[src/rtl/shift_reg_n.sv]
// shift_reg_n: multi-mode shift/rotate register with a step-per-cycle
// sequencer, clock enable and a one-cycle completion pulse.
module shift_reg_n #(
    parameter int WIDTH = 8,
    parameter logic [WIDTH-1:0] RESET_VAL = '0,
    localparam int AMT_W = $clog2(WIDTH) + 1
) (
    input  logic             clk,
    input  logic             rst_n,
    input  logic             clk_en,
    input  logic             start,
    input  logic [2:0]       op,
    input  logic [AMT_W-1:0] amt,
    input  logic [WIDTH-1:0] d,
    input  logic             sin,
    output logic [WIDTH-1:0] q,
    output logic             sout,
    output logic             busy,
    output logic             done
);

    typedef enum logic {
        ST_IDLE  = 1'b0,
        ST_SHIFT = 1'b1
    } state_e;

    typedef enum logic [2:0] {
        OP_HOLD = 3'd0,
        OP_LOAD = 3'd1,
        OP_SHL  = 3'd2,
        OP_SHR  = 3'd3,
        OP_ROL  = 3'd4,
        OP_ROR  = 3'd5,
        OP_ASR  = 3'd6,
        OP_CLR  = 3'd7
    } op_e;

    state_e           state_q, state_d;
    op_e              op_q, op_d;
    logic [AMT_W-1:0] cnt_q, cnt_d;
    logic [WIDTH-1:0] q_q, q_d;
    logic             sout_q, sout_d;
    logic             done_q, done_d;

    logic [WIDTH-1:0] step_q;
    logic             step_sout;
    op_e              op_in;

    assign op_in = op_e'(op);

    // One 1-bit step of the latched operation applied to the current contents
    always_comb begin
        step_q    = q_q;
        step_sout = sout_q;
        unique case (op_q)
            OP_SHL: begin
                step_q    = {q_q[WIDTH-2:0], sin};
                step_sout = q_q[WIDTH-1];
            end
            OP_SHR: begin
                step_q    = {sin, q_q[WIDTH-1:1]};
                step_sout = q_q[0];
            end
            OP_ROL: begin
                step_q    = {q_q[WIDTH-2:0], q_q[WIDTH-1]};
                step_sout = q_q[WIDTH-1];
            end
            OP_ROR: begin
                step_q    = {q_q[0], q_q[WIDTH-1:1]};
                step_sout = q_q[0];
            end
            OP_ASR: begin
                step_q    = {q_q[WIDTH-1], q_q[WIDTH-1:1]};
                step_sout = q_q[0];
            end
            default: begin
                step_q    = q_q;
                step_sout = sout_q;
            end
        endcase
    end

    always_comb begin
        state_d = state_q;
        op_d    = op_q;
        cnt_d   = cnt_q;
        q_d     = q_q;
        sout_d  = sout_q;
        done_d  = 1'b0;
        unique case (state_q)
            ST_IDLE: begin
                if (clk_en && start) begin
                    op_d = op_in;
                    unique case (op_in)
                        OP_HOLD: done_d = 1'b1;
                        OP_LOAD: begin
                            q_d    = d;
                            done_d = 1'b1;
                        end
                        OP_CLR: begin
                            q_d    = '0;
                            done_d = 1'b1;
                        end
                        default: begin
                            if (amt == '0) begin
                                done_d = 1'b1;
                            end else begin
                                state_d = ST_SHIFT;
                                cnt_d   = amt;
                            end
                        end
                    endcase
                end
            end
            ST_SHIFT: begin
                if (clk_en) begin
                    q_d    = step_q;
                    sout_d = step_sout;
                    cnt_d  = cnt_q - AMT_W'(1);
                    if (cnt_q == AMT_W'(1)) begin
                        state_d = ST_IDLE;
                        done_d  = 1'b1;
                    end
                end
            end
            default: state_d = ST_IDLE;
        endcase
    end

    // done_q is not gated by clk_en so the pulse always lasts one cycle
    always_ff @(posedge clk or negedge rst_n) begin
        if (!rst_n) begin
            state_q <= ST_IDLE;
            op_q    <= OP_HOLD;
            cnt_q   <= '0;
            q_q     <= RESET_VAL;
            sout_q  <= 1'b0;
            done_q  <= 1'b0;
        end else begin
            state_q <= state_d;
            op_q    <= op_d;
            cnt_q   <= cnt_d;
            q_q     <= q_d;
            sout_q  <= sout_d;
            done_q  <= done_d;
        end
    end

    assign q    = q_q;
    assign sout = sout_q;
    assign busy = (state_q == ST_SHIFT);
    assign done = done_q;

endmodule

[config.mk]
export PLATFORM = sky130hd
export DESIGN_NAME = shift_reg_n
export DESIGN_NICKNAME = d
export VERILOG_FILES = /design/src/rtl/shift_reg_n.sv
export SDC_FILE = /design/constraint.sdc
export NUM_CORES = 1
export LEC_CHECK = 0
export CAP_MARGIN = 20
export CORE_MARGIN = 3
export CORE_UTILIZATION = 30
export DETAILED_ROUTE_END_ITERATION = 8
export PLACE_DENSITY = 0.62
export SKIP_CTS_REPAIR_TIMING = 1
export SLEW_MARGIN = 20
export SYNTH_ARGS = -nofsm -noshare
export SYNTH_HDL_FRONTEND = slang
export SYNTH_SLANG_ARGS = --single-unit
[constraint.sdc]
create_clock -name clk -period 2.05 [get_ports clk]
set_input_delay 0.205 -clock clk [delete_from_list [all_inputs] [get_ports clk]]
set_output_delay 0.205 -clock clk [all_outputs]
set_load 0.02 [all_outputs]
# --- After elaboration in Yosys (flattened, before gate mapping) ---
# Cells that the tools add are included.
totals:
  reg_bits: 18
  out_inout_bits: 11
classes:
  bitwise: 1
  n_eq_ne: 16
  muxes: 23
  addsub: 1
  n_reduce_logical: 12
op_table:
  columns: ["cell", "count"]
  rows:
  - ["8-bit one-hot mux with 5 select lines", 1]
  - ["8-bit one-hot mux with 2 select lines", 2]
  - ["4-bit two-way mux", 4]
  - ["8-bit two-way mux", 2]
  - ["3-bit equality test (second input constant)", 4]
  - ["1-bit two-way mux", 10]
  - ["2-bit != test (second input constant)", 5]
  - ["4-bit one-hot mux with 2 select lines", 1]
  - ["4-bit AND reduction", 2]
  - ["3-bit by 2-bit equality test with 1-bit output (second input constant)", 2]
  - ["6-bit by 1-bit != test with 1-bit output (second input constant)", 1]
  - ["1-bit one-hot mux with 2 select lines", 3]
  - ["3-bit OR reduction", 2]
  - ["5-bit by 1-bit != test with 1-bit output (second input constant)", 1]
  - ["5-bit AND reduction", 1]
  - ["4-bit by 1-bit equality test with 1-bit output (second input constant)", 1]
  - ["4-bit logical NOT", 1]
  - ["4-bit by 1-bit subtractor with 4-bit output (second input constant)", 1]
  - ["3-bit by 1-bit equality test with 1-bit output (second input constant)", 1]
  - ["3-bit logical NOT", 1]
  - ["3-bit by 1-bit != test with 1-bit output (second input constant)", 1]
  - ["3-bit AND reduction", 1]
  - ["2-bit AND reduction", 1]
  - ["2-bit nonzero test", 1]
  - ["other kinds (3)", 3]

# --- Longest topological paths before layout ---
# Gate-level depths: netlist of run 1.
logic_depth:
  ltp_word: 5
  mapped_depth: 6
  depth_no_buf: 6

# --- Worst setup path before layout of run 1 ---
# Ideal clock, no wire load.
synth_timing:
  path_type: "flip-flop to flip-flop"
  start: "reg state_q (netlist: busy)"
  end: "reg q_q[1] (netlist: q[1])"
  path_slack_ns: 0.544
  arrival_time_ns: 1.376
  setup_time_ns: 0.130
  t_required_ns: 1.920
  stages_incl_launch_ff: 5
  cell_sequence: "dfrtp_1 > o211ai_1 > a31oi_2 > or2_2 > a31oi_1"
synth_between:
  elab_chain_len: 3
synth_lines:
  columns: ["item", "line", "source"]
  rows:
  - ["start: declaration", "38", "state_e state_q, state_d;"]
  - ["start signal: assignment", "140", "state_q <= state_d;"]
  - ["1-bit inverter (no line)", null, null]
  - ["3-bit by 1-bit != test with 1-bit output (no line) or 2-bit != test (tied branches)", null, null]
  - ["4-bit AND reduction (no line)", null, null]
  - ["end signal: assignment", "143", "q_q <= q_d;"]
  - ["end: declaration", "41", "logic [WIDTH-1:0] q_q, q_d;"]
# Several ways; a longest one is shown, not always the timed one.
# A chain may end at the register's enable or synchronous reset.

# --- Worst setup path in the final report of run 1 ---
layout_timing:
  start: "reg state_q (netlist: busy)"
  end: "out busy"
layout_lines:
  columns: ["item", "line", "source"]
  rows:
  - ["end: declaration", "18", "output logic busy,"]
# No word-level cell between the ends.

==> flow_metrics.py, run 1 <==
metrics = {
    "clock_network": {
        "clkTransAtPathRegs_ns": 0.08,
        "clockRootBuffer": "clkbuf_8",
        "cts_inserted_buffers": 3,
        "cts_sinks": 18,
        "cts_tree": "built",
        "clockBufferDepth": 2,
        "htreeDepth": 1,
        "clock_latency_ns": 0.26,
    },
    "synth": {
        "yosysTopAreaCell": "dfrtp_1",
        "yosysMostFrequentCell": "dfrtp_1",
        "synth_warnings": 0,
        "synth_simple_gate_area_share_pct": 24.89,
        "syn_inst": 161,
        "ys_types": 46,
        "synth-edff-count": 0,
        "synth_flop_cell": "dfrtp_1",
        "ys_seq_area_share_pct": 32.70,
        "async_reset_ff_share_pct": 100.0,
        "synth_top_family_by_area": "simple AND/OR/NAND/NOR gates",
        "synth-seq-cells": 18,
        "synth.area.mux_share_pct": 11.08,
        "synth_compound_area_share_pct": 23.25,
        "synthesis.area_um2": 1378,
        "synth_xor_area_share_pct": 1.907,
        "synthAdderAreaFrac_pct": 1.817,
        "synthTopCellsByArea": "dfrtp_1 (33%), mux2i_1 (9.4%), nand2_1 (4.4%)",
        "ys_top_cells_by_count": "dfrtp_1 (18), nand2_1 (16), mux2i_1 (13)",
        "synth_nets": 183,
        "yosysTopAreaCellShare_pct": 32.70,
        "syn_avg_cell_area_um2": 8.556,
    },
    "grt": {
        "grt_pass1_vias": 1194,
        "gr-usage-all-layers_pct": 13.71,
        "antenna_found_initial": 0,
        "grt_max_degree": 19,
        "grt_pass1_wl_um": 5796,
        "grt-ovfl-total": 0,
    },
    "job": {
        "cap_viol_max_count": 0,
    },
    "sta": {
        "min_period_ns": 1.797,
        "finalSetupViolations": 0,
        "fmax_mhz": 556.4,
        "final_hold_viol_count": 0,
        "finClkSkew_ns": 0.007963,
        "period_share_pct": 87.68,
        "fin_tns_setup_ns": 0,
        "drv_slew": 0,
        "slew-limit-headroom_pct": 64.24,
        "worst_pin_slew_ns": 0.5364,
        "rsz0062_at_grt": "false",
    },
    "setup_path": {
        "crit_path_start_kind": "flip-flop",
        "r2r_start": "op_q[1]",
        "cp_num_buf_inv": 1,
        "r2r_slack_ns": 0.37,
        "cp.arrival_ns": 1.59,
        "path_delay_family": "buffers and inverters",
        "crit_path_max_incr_delay_ns": 0.70,
        "crit_fanout": 16,
        "slowest_stage": "clkdlybuf4s50_1",
        "startpoint": "busy",
        "crit_path_end_kind": "output pin",
        "path_cells": "clkdlybuf4s50_1",
        "crit_type": "reg2out",
        "cp.required_ns": 1.85,
    },
    "floorplanning": {
        "row_count": 24,
        "start_util_pct": 31.42,
        "die_area_um2": 5441,
        "die_height_um": 73.77,
        "die_w_um": 73.77,
        "core_um2": 4384,
        "io_pins": 31,
    },
    "drt": {
        "postRouteAntennaNets": 0,
        "viasPerCell": 5.411,
        "wl_um": 3421,
        "drt_first_iter_violations": 143,
        "dr.pass1.iters": 4,
        "routed-via-count": 1331,
        "wire_per_inst_um": 13.91,
        "drcViolationCount": 0,
    },
    "cells_and_area": {
        "diodes": 0,
        "final_cell_count_no_fill": 246,
        "multiInputGateArea_um2": 867.1,
        "nets": 218,
        "regArea_um2": 450.4,
        "fill_cells": 455,
        "fin_util_pct": 41.38,
        "syn_to_final_growth_pct": 31.70,
        "final_area_um2": 1814,
        "drive_above_1_share_pct": 11.34,
    },
    "power_and_ir_drop": {
        "p_leak_nw": 0.6947,
        "powerDensity_nw_per_um2": 1392,
        "ir_worst_vdd_mv": 0.4349,
    },
    "place": {
        "port-buffer-count": 30,
        "placed_cells": 243,
        "place.gp.congestion": 0.7919,
        "place_area_um2": 1773,
        "hpwlAfterDp_um": 2546,
    },
    "worst_hold_path": {
        "hold_path.class": "in2async",
    },
    "run_status": {
        "status": "finished clean",
    },
}
[logic make-up after synthesis]
logic type	count (synthesis)
and+or+nand+nor	62
AOI/OAI and AO/OA	47
DFF	18
muxes	15
buffers and inverters	14
xor gates and xnor gates	3
adders and majority gates	2
[power breakdown]
part	internal [mW]	total, mW	leakage [nW]	switching, mW
Combinational	0.738	1.44	0.457	0.700
Clock	0.131	0.259	0.0216	0.128
Sequential	0.517	0.828	0.217	0.311
Total	1.39	2.52	0.695	1.14
[placed cells by master, fill, tap and decap left out, drive strengths merged, types with 3 or more instances in the layout]
cell type	count
and2	5
a211oi	5
dfrtp	18
nand2b	7
nand3	5
nor3	9
mux2i	13
o22ai	3
o21ai	7
nand2	17
nor2	6
a31oi	6
clkdlybuf4s50	30
buf	10
clkbuf	3
inv	4
a21oi	11
[through the flow]
step | hold WS [ns] | setup slack, ns | total power [mW]
detailed placement | 0.5470 | 0.09537 | 2.285
global placement | 0.5353 | 0.1347 | 2.276
finish | 0.2745 | 0.2526 | 2.525
CTS | 0.2890 | 0.2548 | 2.547
global route | 0.2954 | 0.1958 | 2.767
floorplan | -0.09059 | 0.5440 | 1.784
[final timing paths]
kind                       endpoint  cells after the start
setup / recovery               busy                      1
hold / removal                 q[5]                      2
setup reg to reg               q[2]                      5
hold reg to reg                sout                      2
max in group asynchronous  cnt_q[2]                      2
min in group clk               q[1]                      3
[final cells by class]
class	instances	share of cell area [%]
Timing Repair Buffer	40	20.69
Clock buffer	3	2.276
Multi-Input combinational cell	129	47.79
Tap cell	52	3.586
Sequential cell	18	24.83
Inverter	4	0.8276
[registers in the layout, indices dropped and copies added, names as in the netlist]
| register | flops |
|---|---|
| busy | 1 |
| q | 8 |
| op_q | 3 |
| done | 1 |
| sout | 1 |
| cnt_q | 4 |
[layer usage]
layer | wire length [µm] | track usage [%] | vias to the layer above | part of all wire [%]
li1 | - | - | 670 | -
met2 | 1616 | 20.87 | 25 | 47
met1 | 1658 | 19.47 | 632 | 48
met3 | 93 | 1.778 | 4 | 2.7
met5 | 0 | 0 | - | 0
met4 | 54 | 5.433 | 0 | 1.6
(Power assumes the default switching activity.)
==> run 2, diff against run 1 <==
--- a/config.mk
+++ b/config.mk
@@ -9,7 +9,8 @@
 export CORE_MARGIN = 3
 export CORE_UTILIZATION = 30
 export DETAILED_ROUTE_END_ITERATION = 8
-export PLACE_DENSITY = 0.62
+export DONT_BUFFER_PORTS = 1
+export PLACE_DENSITY = 0.54
 export SKIP_CTS_REPAIR_TIMING = 1
 export SLEW_MARGIN = 20
 export SYNTH_ARGS = -nofsm -noshare
==> constraint.sdc (replaced) <==
create_clock -name clk -period 2.3 [get_ports clk]
set_input_delay 0.23 -clock clk [delete_from_list [all_inputs] [get_ports clk]]
set_output_delay 0.23 -clock clk [all_outputs]
set_load 0.02 [all_outputs]
==> flow_metrics.py, run 2 (synthesized netlist as in run 1, its figures left out) <==
metrics = {
    "sta": {
        "rsz0062_at_grt": "false",
        "min_period_ns": 1.741,
        "period_share_pct": 75.71,
        "worst_pin_slew_ns": 0.8837,
        "fmax_mhz": 574.3,
        "finalSetupViolations": 0,
        "finClkSkew_ns": 0.002236,
        "drv_slew": 0,
        "final_hold_viol_count": 0,
        "finalWorstSetupSlack_ns": 0.5587,
        "whs_ns": 0.1238,
        "slew-limit-headroom_pct": 40.89,
        "fin_tns_setup_ns": 0,
    },
    "drt": {
        "drcViolationCount": 0,
        "routed-via-count": 1252,
        "dr.pass1.iters": 4,
        "drt_first_iter_violations": 68,
        "wire_per_inst_um": 16.24,
        "postRouteAntennaNets": 0,
        "wl_um": 3442,
        "viasPerCell": 5.906,
    },
    "place": {
        "hpwlAfterDp_um": 2514,
        "port-buffer-count": 0,
        "dpl_worst_slack_ns": 0.5906,
        "place.gp.congestion": 0.8560,
        "place_area_um2": 1435,
        "placed_cells": 208,
    },
    "clock_network": {
        "cts_tree": "built",
        "cts_inserted_buffers": 3,
        "cts_sinks": 18,
        "clkTransAtPathRegs_ns": 0.07,
        "htreeDepth": 1,
        "clockRootBuffer": "clkbuf_8",
        "clock_latency_ns": 0.25,
        "clockBufferDepth": 2,
    },
    "grt": {
        "grt_pass1_vias": 1205,
        "grt_max_degree": 21,
        "antenna_found_initial": 0,
        "grt_pass1_wl_um": 5547,
        "gr-usage-all-layers_pct": 13.06,
        "grt-ovfl-total": 0,
    },
    "floorplanning": {
        "die_area_um2": 5441,
        "start_util_pct": 31.42,
        "io_pins": 31,
        "row_count": 24,
        "core_um2": 4384,
        "die_w_um": 73.77,
        "die_height_um": 73.77,
    },
    "setup_path": {
        "crit_path_end_kind": "flip-flop",
        "crit_path_max_incr_delay_ns": 0.66,
        "crit_path_start_kind": "flip-flop",
        "slowest_stage": "dfrtp_1",
        "cp.arrival_ns": 1.89,
        "path_cells": "or3b_2, a32oi_1, o311ai_0, o21a_1",
        "crit_type": "reg2reg",
        "crit_fanout": 17,
        "cp.required_ns": 2.45,
    },
    "cells_and_area": {
        "layout_commonest_cell": "dfrtp_1",
        "largest_register_ffs": 8,
        "nets": 184,
        "fin_util_pct": 33.90,
        "final_cell_count_no_fill": 212,
        "most-common-layout-cells": "dfrtp_1 (18), nand2_1 (16), mux2i_1 (13), a21oi_1 (11), nor3_1 (9)",
        "syn_to_final_growth_pct": 7.902,
        "drive_above_1_share_pct": 10.63,
        "final_area_um2": 1486,
        "diodes": 0,
    },
    "power_and_ir_drop": {
        "power.total_mw": 2.065,
        "powerDensity_nw_per_um2": 1389,
        "p_leak_nw": 0.5568,
        "ir_worst_vdd_mv": 0.4500,
    },
    "run_status": {
        "status": "finished clean",
    },
    "job": {
        "cap_viol_max_count": 0,
    },
    "worst_hold_path": {
        "hold_path.class": "in2reg",
    },
}
==> run 2: cell count changes in the layout (fill, tap and decap cells not counted) <==
cell / previous run / this run
buf_4: 10 / 5
clkdlybuf4s50_1: 30 / 0
dlygate4sd3_1: 0 / 1
==> run 2: final cells by class <==
cell class	instances	area, µm²
clock buffers	3	41.29
fillers	460	2898
inverters	4	15.01
multi-input cells	129	867.1
flip-flops and latches	18	450.4
well taps	52	65.06
repair buffers	6	47.55
==> run 2: path summary, 6_finish.rpt <==
kind                               from      end  slack (ns)  cells past startpoint
worst max-delay path            op_q[0]     q[7]        0.56                      4
worst min-delay path              op[2]  op_q[2]        0.12                      1
worst max register to register  op_q[0]     q[7]        0.56                      4
worst min register to register  op_q[2]  op_q[2]        0.60                      1
max in group asynchronous         rst_n  op_q[0]        1.22                      1
min in group asynchronous         rst_n     q[7]        0.54                      1
==> run 2: layer usage <==
layer	global-route usage [%]	vias to the layer above	wire, µm
li1	-	601	-
met1	15.96	610	1556
met2	22.15	34	1666
met3	3.283	7	177
met4	4.427	0	42
met5	0	-	0
==> run 2: where the power goes <==
group	total [mW]	leakage [nW]	switching [mW]	internal [mW]
sequential	0.792	0.217	0.333	0.460
clock	0.228	0.0216	0.111	0.117
combinational	1.04	0.319	0.555	0.490
total	2.06	0.557	0.998	1.07
==> run 2: critical path: cells and delay by family, from the launching register on <==
| family | cells | cell delay (ns) |
|---|---|---|
| DFF | 1 | 0.66 |
| AOI/OAI and AO/OA | 3 | 0.49 |
| and+or+nand+nor | 1 | 0.49 |
